`src/rtl/conv_result_writer_pkg.sv`:
```
// Shared defaults, FSM state encoding and sizing helper for the convolution result writer.
package conv_result_writer_pkg;

  localparam int unsigned S2P_SIZE_DEF    = 4;
  localparam int unsigned RESULT_SIZE_DEF = 32;
  localparam int unsigned ADDR_W_DEF      = 16;
  localparam int unsigned FIFO_DEPTH_DEF  = 16;

  localparam logic [1:0] ST_IDLE  = 2'd0;
  localparam logic [1:0] ST_RUN   = 2'd1;
  localparam logic [1:0] ST_DRAIN = 2'd2;
  localparam logic [1:0] ST_DONE  = 2'd3;

  // Width able to hold a word index 0..s2p*s2p inclusive.
  function automatic int unsigned word_cnt_w(input int unsigned s2p);
    return $clog2(s2p * s2p + 1);
  endfunction

endpackage

```
`src/rtl/conv_result_writer_fifo.sv`:
```
// Synchronous write FIFO; DEPTH must be a power of two so the pointers wrap naturally.
module result_wr_fifo #(
  parameter int unsigned WIDTH = 48,
  parameter int unsigned DEPTH = 16
) (
  input  logic                   clk,
  input  logic                   rstn,
  input  logic                   push,
  input  logic [WIDTH-1:0]       push_data,
  input  logic                   pop,
  output logic [WIDTH-1:0]       head_data_c,
  output logic                   full_c,
  output logic                   empty_c,
  output logic [$clog2(DEPTH):0] count
);

  localparam int unsigned PW = $clog2(DEPTH);
  localparam logic [PW:0] FULL_CNT = (PW+1)'(DEPTH);

  logic [WIDTH-1:0] mem [DEPTH];
  logic [PW-1:0]    wr_ptr;
  logic [PW-1:0]    rd_ptr;
  logic             wr_ok_c;
  logic             rd_ok_c;

  // A push on a full FIFO only lands when a pop frees the slot in the same cycle.
  assign rd_ok_c     = pop && !empty_c;
  assign wr_ok_c     = push && (!full_c || rd_ok_c);
  assign full_c      = (count == FULL_CNT);
  assign empty_c     = (count == '0);
  assign head_data_c = mem[rd_ptr];

  always_ff @(posedge clk) begin
    if (!rstn) begin
      wr_ptr <= '0;
      rd_ptr <= '0;
      count  <= '0;
    end else begin
      if (wr_ok_c) wr_ptr <= wr_ptr + PW'(1);
      if (rd_ok_c) rd_ptr <= rd_ptr + PW'(1);
      case ({wr_ok_c, rd_ok_c})
        2'b10:   count <= count + (PW+1)'(1);
        2'b01:   count <= count - (PW+1)'(1);
        default: count <= count;
      endcase
    end
  end

  always_ff @(posedge clk) begin
    if (wr_ok_c) mem[wr_ptr] <= push_data;
  end

endmodule

```
`src/rtl/conv_result_writer.sv`:
```
// Maps serial tile result words onto output-memory addresses and streams them
// through a FIFO to a ready/valid memory write port.
module conv_result_writer
  import conv_result_writer_pkg::*;
#(
  parameter int unsigned S2P_SIZE    = S2P_SIZE_DEF,
  parameter int unsigned RESULT_SIZE = RESULT_SIZE_DEF,
  parameter int unsigned ADDR_W      = ADDR_W_DEF,
  parameter int unsigned FIFO_DEPTH  = FIFO_DEPTH_DEF
) (
  input  logic                   clk,
  input  logic                   rstn,
  input  logic                   start,
  input  logic [ADDR_W-1:0]      out_pixels,
  input  logic [ADDR_W-1:0]      kernel_nums,
  input  logic [ADDR_W-1:0]      tile_nums,
  input  logic [ADDR_W-1:0]      t_tile_nums,
  input  logic [RESULT_SIZE-1:0] in_result,
  input  logic [2:0]             in_result_valid,
  output logic                   mem_wr_en,
  output logic [ADDR_W-1:0]      mem_wr_addr,
  output logic [RESULT_SIZE-1:0] mem_wr_data,
  input  logic                   mem_wr_ready,
  output logic                   busy,
  output logic                   done,
  output logic                   overflow
);

  localparam int unsigned KW = word_cnt_w(S2P_SIZE);
  localparam int unsigned FW = ADDR_W + RESULT_SIZE;
  localparam int unsigned CW = $clog2(FIFO_DEPTH) + 1;
  localparam logic [KW-1:0] K_LAST = KW'(S2P_SIZE * S2P_SIZE - 1);

  logic [1:0]             state_q;
  logic [1:0]             state_n;
  logic [KW-1:0]          k_q;
  logic [KW-1:0]          k_eff_c;
  logic [ADDR_W-1:0]      t_idx_q;
  logic [ADDR_W-1:0]      w_idx_q;
  logic [ADDR_W-1:0]      tile_cnt_q;
  logic [ADDR_W-1:0]      row_c;
  logic [ADDR_W-1:0]      col_c;
  logic [ADDR_W-1:0]      pixel_c;
  logic [ADDR_W-1:0]      kernel_c;
  logic                   acc_c;
  logic                   start_ok_c;
  logic                   keep_c;
  logic                   last_word_c;
  logic                   last_tile_c;
  logic                   push_q;
  logic [ADDR_W-1:0]      push_addr_q;
  logic [RESULT_SIZE-1:0] push_data_q;
  logic                   fifo_pop_c;
  logic                   fifo_full_c;
  logic                   fifo_empty_c;
  logic [FW-1:0]          fifo_head_c;
  logic [CW-1:0]          fifo_count;

  // Word position decode; a tile-start word always restarts at index 0.
  always_comb begin
    acc_c       = (state_q == ST_RUN) && in_result_valid[1];
    start_ok_c  = start && ((state_q == ST_IDLE) || (state_q == ST_DONE));
    k_eff_c     = in_result_valid[2] ? '0 : k_q;
    row_c       = ADDR_W'(k_eff_c % KW'(S2P_SIZE));
    col_c       = ADDR_W'(k_eff_c / KW'(S2P_SIZE));
    pixel_c     = t_idx_q * ADDR_W'(S2P_SIZE) + row_c;
    kernel_c    = w_idx_q * ADDR_W'(S2P_SIZE) + col_c;
    keep_c      = in_result_valid[0] && (kernel_c < kernel_nums) && (pixel_c < out_pixels);
    last_word_c = (k_eff_c == K_LAST);
    last_tile_c = (tile_cnt_q == tile_nums - ADDR_W'(1));
  end

  always_comb begin
    state_n = state_q;
    case (state_q)
      ST_IDLE,
      ST_DONE:  if (start_ok_c) state_n = ST_RUN;
      ST_RUN:   if (acc_c && last_word_c && last_tile_c) state_n = ST_DRAIN;
      ST_DRAIN: if (!push_q && (fifo_count == '0) && (!mem_wr_en || mem_wr_ready))
                  state_n = ST_DONE;
      default:  state_n = ST_IDLE;
    endcase
  end

  always_ff @(posedge clk) begin
    if (!rstn) begin
      state_q <= ST_IDLE;
      busy    <= 1'b0;
      done    <= 1'b0;
    end else begin
      state_q <= state_n;
      busy    <= (state_n == ST_RUN) || (state_n == ST_DRAIN);
      done    <= (state_n == ST_DONE);
    end
  end

  // Tile position counters: t_idx walks the t-tiles inside each w-tile.
  always_ff @(posedge clk) begin
    if (!rstn) begin
      k_q        <= '0;
      t_idx_q    <= '0;
      w_idx_q    <= '0;
      tile_cnt_q <= '0;
    end else if (start_ok_c) begin
      k_q        <= '0;
      t_idx_q    <= '0;
      w_idx_q    <= '0;
      tile_cnt_q <= '0;
    end else if (acc_c) begin
      k_q <= last_word_c ? '0 : k_eff_c + KW'(1);
      if (last_word_c) begin
        tile_cnt_q <= tile_cnt_q + ADDR_W'(1);
        if (t_idx_q == t_tile_nums - ADDR_W'(1)) begin
          t_idx_q <= '0;
          w_idx_q <= w_idx_q + ADDR_W'(1);
        end else begin
          t_idx_q <= t_idx_q + ADDR_W'(1);
        end
      end
    end
  end

  always_ff @(posedge clk) begin
    if (!rstn) begin
      push_q      <= 1'b0;
      push_addr_q <= '0;
      push_data_q <= '0;
    end else begin
      push_q <= acc_c && keep_c;
      if (acc_c) begin
        push_addr_q <= kernel_c * out_pixels + pixel_c;
        push_data_q <= in_result;
      end
    end
  end

  always_ff @(posedge clk) begin
    if (!rstn) begin
      overflow <= 1'b0;
    end else if (start_ok_c) begin
      overflow <= 1'b0;
    end else if (push_q && fifo_full_c && !fifo_pop_c) begin
      overflow <= 1'b1;
    end
  end

  result_wr_fifo #(
    .WIDTH (FW),
    .DEPTH (FIFO_DEPTH)
  ) u_fifo (
    .clk         (clk),
    .rstn        (rstn),
    .push        (push_q),
    .push_data   ({push_addr_q, push_data_q}),
    .pop         (fifo_pop_c),
    .head_data_c (fifo_head_c),
    .full_c      (fifo_full_c),
    .empty_c     (fifo_empty_c),
    .count       (fifo_count)
  );

  // Output stage refills from the FIFO head whenever it is empty or being accepted.
  assign fifo_pop_c = !fifo_empty_c && (!mem_wr_en || mem_wr_ready);

  always_ff @(posedge clk) begin
    if (!rstn) begin
      mem_wr_en   <= 1'b0;
      mem_wr_addr <= '0;
      mem_wr_data <= '0;
    end else if (fifo_pop_c) begin
      mem_wr_en   <= 1'b1;
      mem_wr_addr <= fifo_head_c[FW-1 -: ADDR_W];
      mem_wr_data <= fifo_head_c[RESULT_SIZE-1:0];
    end else if (mem_wr_ready) begin
      mem_wr_en   <= 1'b0;
    end
  end

endmodule

```
`config.mk`:
```
export PLATFORM = sky130hd
export DESIGN_NAME = conv_result_writer
export DESIGN_NICKNAME = d
export VERILOG_FILES = /design/src/rtl/conv_result_writer_pkg.sv /design/src/rtl/conv_result_writer_fifo.sv /design/src/rtl/conv_result_writer.sv
export SDC_FILE = /design/constraint.sdc
export NUM_CORES = 2
export LEC_CHECK = 0
export CORE_ASPECT_RATIO = 0.9
export CORE_MARGIN = 1
export CORE_UTILIZATION = 55
export CTS_CLUSTER_DIAMETER = 100
export CTS_CLUSTER_SIZE = 24
export DETAILED_ROUTE_END_ITERATION = 16
export PLACE_DENSITY = 0.73
export SETUP_SLACK_MARGIN = 0.4
export SLEW_MARGIN = 20
export SYNTH_ARGS = -nofsm -noshare
export SYNTH_HDL_FRONTEND = slang
export SYNTH_SLANG_ARGS = --single-unit
export TNS_END_PERCENT = 50
```
`constraint.sdc`:
```
create_clock -name clk -period 8.8 [get_ports clk]
set_input_delay 1.32 -clock clk [delete_from_list [all_inputs] [get_ports clk]]
set_output_delay 1.32 -clock clk [all_outputs]
set_load 0.005 [all_outputs]
```
# == Word level (Yosys, flattened, before mapping) ==
# Memories as Yosys holds them, arrays and structs flattened. A register that Yosys moved wholly into a read port is not among the register bits.
# Index checks and enable logic that the tools add are counted.
# W data, S select, Z words.
# op_classes
n_addsub,13
n_mul,1
magnitude_cmp,2
eq_ne,12
muxes,12
bitwise,1
reduce_logical,32
# op_table
op,count
$add A16 B1 Y16 const B,3
$eq A16 B16 Y1,2
$lt A16 B16 Y1,2
$sub A16 B1 Y16 const B,2
$add A16 B16 Y16,1
$add A16 B2 Y16,1
$add A16 B3 Y16,1
$mul A16 B16 Y16,1
$mux W16,1
$logic_and A1 B1 Y1,14
$add A5 B1 Y5 const B,2
$eq A2 B2 Y1 const B,5
$mux W5,2
$pmux W5 S2,1
$add A4 B1 Y4 const B,2
$eq A2 B1 Y1 const B,3
$logic_not A1 Y1,6
$mux W2,3
$pmux W2 S3,1
$eq A5 B4 Y1 const B,1
$eq A5 B5 Y1 const B,1
$logic_not A5 Y1,1
$sub A5 B1 Y5 const B,1
$logic_or A1 B1 Y1,4
7 further kinds,12
# totals
regBits,121
ram_bits,768
word_cells,89
n_memories,1
# mem_list
memory,depth,word_bits,rd,rd_clocked_by_memory_dff,write_ports,line,source
u_fifo.mem,16,48,1,1,1,conv_result_writer_fifo.sv:20,logic [WIDTH-1:0] mem [DEPTH];

# == Longest topological paths before layout ==
# logic_depth
ltp_word,8
mapped_depth,28

# == Modules after synthesis ==
# From an unflattened synthesis, not the netlist that was laid out.
# hier_totals
hier_cells,2819
area_unflattened_um2,41868.9
# modules_own_cells
module,instances,cells_per_inst,area_each_um2
result_wr_fifo,1,1296,29689.7
conv_result_writer,1,1523,12179.2

# == Worst setup path after synthesis ==
# Ideal clock, no wire load.
# synth_timing
kind,input port to flip-flop
from,in in_result_valid[2]
to,reg push_addr_q[15]
setup_ps,116
arrival_time_ps,7358
required_time_ps,8684
path_slack_ps,1325
cell_stages,27
n_path_buf,1
path_cell_list,clkbuf_1 nor2b_1 ha_1 ha_1 nand3_1 nor2_1 xor2_1 and2_1 fa_1 inv_1 fa_1 inv_1 fa_1 inv_1 fa_1 inv_1 fa_1 inv_1 fa_1 inv_1 ha_1 and2_1 o21a_1 a41o_1 o41ai_1 xnor2_1 o211a_1
# synth_between
elab_chain_cells,4
# synth_lines
item,line,source
start: declaration,conv_result_writer.sv:19,"input logic [2:0] in_result_valid,"
$mux W5 (*),conv_result_writer.sv:63,k_eff_c = in_result_valid[2] ? '0 : k_q;
$add A16 B3 Y16,conv_result_writer.sv:67,kernel_c = w_idx_q * ADDR_W'(S2P_SIZE) + col_c;
$mul A16 B16 Y16,conv_result_writer.sv:131,push_addr_q <= kernel_c * out_pixels + pixel_c;
$add A16 B16 Y16 (*),conv_result_writer.sv:131,
end signal: assignment,conv_result_writer.sv:131,
end: declaration,conv_result_writer.sv:51,logic [ADDR_W-1:0] push_addr_q;
# Every way passes the cells marked *; elsewhere a longest branch is shown, timed or not.
# A chain may end at the register's enable or synchronous reset.

# == Worst setup path after layout ==
# Ends and elaborated chain as after synthesis.

==> flow_summary.ini <==
[outcome]
outcome = finished, final reports clean

[power_and_ir_drop]
p_clk_frac = 0.252
finalPower_mw = 9.44
powerDensity_mw_per_mm2 = 205
peakVddDrop_mv = 0.214
p_comb_frac = 0.208
p_leak_nw = 15.6
p_switching_mw = 2.48
switching_share = 0.262
intPower_mw = 6.96
seqPwrFrac = 0.541

[worst_hold_path]
hp-start = mem_wr_data[24]
whs_path_depth = 2
hold_class = reg2reg
holdPathEnd = mem_wr_data[24]

[floorplanning]
ios = 155
die_area_sq_mm = 0.0774
coreArea_sq_mm = 0.0751
fp-row-count = 95
die_y_microns = 264
start_util = 0.558
die_w_microns = 293

[timing]
fmax_ghz = 0.130
hold_ws_ns = 0.468
slew_headroom = 0.319
slew_violations = 0
worst_slew_pin_slew_ns = 1.02
rsz0062_at_grt = no
post-route-min-period_ns = 7.67
timing.final.crit_share = 0.871
setup_tns_ns = 0
setup_viol = 0
hold_viol = 0
clock_skew_ns = 0.0425

[synth]
netlist_instances = 2690
synth.top_cells.by_area = edfxtp_1 (55%), mux4_2 (13%), dfxtp_1 (8.0%)
syn_nets = 2991
yosysWarnings = 0
async_flop_share = 0
synth_top_area_frac = 0.550
synth_area_per_cell_sq_um = 15.6
synth-seq-cells = 935
netlist_area_sq_mm = 0.0419
synth_cell_types = 64
synth-edff-count = 768
synth-seq-area-share = 0.630
synth_top_area_cell = edfxtp_1
ys.flop_type = edfxtp_1

[placed_design]
place_hpwl_mm = 52.8
gp_congestion = 0.865
port_buffers = 154
post_dp_cell_area_sq_mm = 0.0447

[critical_path]
r2r_cells = 24
crit_type = in2reg
timing.rr.end = push_addr_q[15]
end_kind = register
r2r-start = k_q[4]
arrival_ns = 8.18
crit_required_ns = 9.31
path_max_fanout = 7
setup.worst_path.start_class = input pin
worst-r2r-setup-slack_ns = 1.91

[route]
postRouteAntennaNets = 0
wl_per_cell_microns = 23.6
dr.pass1.iters = 5
drt_iter0_markers = 2039
route.detailed.drc = 0
dr_total_vias = 22700
finalWirelength_mm = 91.0
routed_via_density = 5.89

[clock_network]
clkSinkCount = 935
numCtsBuffers = 45
cts_tree = yes
cts_root_buf = clkbuf_16
ctsResizeCount = 0
clk_pin_slew_worst_paths_ns = 0.09
post_cts_buffers = 0
clk_latency_ns = 0.64
cts_buffer_depth = 3
htreeDepth = 2
hold_buffers = 0

[final_layout]
synthToLayoutAreaGrowth_pct = 9.94
design_area_sq_mm = 0.0461
diodes = 0
drive_gt1_frac = 0.130
nets = 3103

[grt]
grt_usage = 0.239
grt_pass1_wl_mm = 140
grt_pass1_vias = 23500
antenna_found_initial = 0
grt_max_degree = 87
gr-total-overflow = 0

[flow_run]
drv_cap = 0
[cells in the final DEF (no fill, tap or decap), drive strengths merged, types with 77 or more instances in the layout]
master / instances
dfxtp: 167
ha: 103
nor2: 98
mux4: 240
xnor2: 82
fa: 95
clkdlybuf4s50: 153
inv: 207
nand2: 309
a21boi: 89
edfxtp: 768
clkbuf: 77
[worst max path at each step]
stage                     depth (start not counted)  slack (ns)                from              end
after global routing                             25        0.74  in_result_valid[2]  push_addr_q[15]
after CTS                                        25        1.13  in_result_valid[2]  push_addr_q[15]
after detailed placement                         25        0.50  in_result_valid[2]  push_addr_q[15]
after global placement                           25        0.62  in_result_valid[2]  push_addr_q[15]
after floorplan                                  27        1.33  in_result_valid[2]  push_addr_q[15]
final                                            25        1.13  in_result_valid[2]  push_addr_q[15]
[power by group through the flow]
stage / registers, mW / logic (mW) / clock network (mW)
floorplan: 5.12 / 1.38 / 0
global placement: 5.23 / 1.91 / 0
detailed placement: 5.25 / 1.94 / 0
CTS: 5.14 / 1.95 / 2.41
global route: 5.13 / 2.12 / 2.56
finish: 5.11 / 1.96 / 2.37
[synth_stat cells, types with 3 or more instances]
library cell,n
nand4_1,21
fa_1,95
mux4_2,240
o21ai_0,38
o211ai_1,5
xor2_1,48
or2_2,4
nor2_1,98
buf_1,13
nor4_1,17
nand3_1,26
or3_1,6
xnor2_1,82
a31oi_1,6
ha_1,103
a21oi_1,24
a211o_1,3
nand3b_1,3
o22ai_1,3
nand2b_1,6
and2_1,76
edfxtp_1,768
nor3_1,29
o31ai_1,5
o211a_1,4
or4_1,3
inv_1,203
nor2b_1,11
a21o_1,7
clkbuf_1,118
dfxtp_1,167
o21a_1,10
and3_1,4
a21boi_0,89
mux2i_1,7
nand2_1,309
xnor3_1,4
[registers in the layout, summed over array words and instances, names as in the netlist]
register / count
mem_wr_addr: 16
busy: 1
mem_wr_data: 32
u_fifo.count: 5
u_fifo.mem: 768
t_idx_q: 16
push_addr_q: 16
u_fifo.wr_ptr: 4
k_q: 5
push_q: 1
u_fifo.rd_ptr: 4
tile_cnt_q: 16
state_q: 2
overflow: 1
w_idx_q: 14
done: 1
mem_wr_en: 1
push_data_q: 32
[final cells by class]
cell class / instances / area, sq um
multi-input cells: 1419 / 14400
clock buffers: 77 / 1270
repair buffers: 197 / 1880
flip-flops and latches: 935 / 26400
inverters: 204 / 766
fillers: 5452 / 29000
well taps: 1018 / 1270
clock inverters: 6 / 101
[stage by stage]
stage | utilization | setup slack [ns] | instances
finish | 0.614 | 1.13 | 3856
floorplan | - | 1.33 | 2690
CTS | 0.614 | 1.13 | 3855
global placement | 0.595 | 0.624 | 3772
detailed placement | 0.595 | 0.495 | 3772
global route | 0.614 | 0.738 | 3856
[worst max-delay path: stages]
cell	delay [ns]
clkdlybuf4s50_1	0.48
nor2b_1	0.22
ha_1	0.18
ha_1	0.17
nand3_1	0.20
xnor2_1	0.55
buf_4	0.25
nand2_1	0.08
fa_1	0.51
fa_1	0.52
inv_1	0.06
fa_1	0.50
fa_1	0.49
inv_1	0.05
fa_1	0.45
fa_1	0.39
xnor2_1	0.21
xnor2_1	0.16
xnor2_1	0.15
xnor2_1	0.15
xnor2_1	0.15
xnor2_1	0.17
xnor3_1	0.41
xnor2_1	0.15
o211a_1	0.20
[per-layer routing]
layer	global-route usage	wire [microns]	vias to the layer above
met5	0	0	-
met4	0.0481	1540	0
met3	0.0225	4840	91
met2	0.421	47100	711
met1	0.326	37500	11800
li1	-	-	10100
[cells by family after synthesis]
| kind of cell | Yosys count | share of synthesized area |
|---|---|---|
| buffers and inverters | 336 | 0.0301 |
| adders and majority gates | 198 | 0.0761 |
| AOI/OAI and AO/OA | 214 | 0.0356 |
| xor gates and xnor gates | 134 | 0.0293 |
| DFF | 935 | 0.630 |
| and+or+nand+nor | 626 | 0.0689 |
| muxes | 247 | 0.131 |
Power figures use the tool's default switching activity.
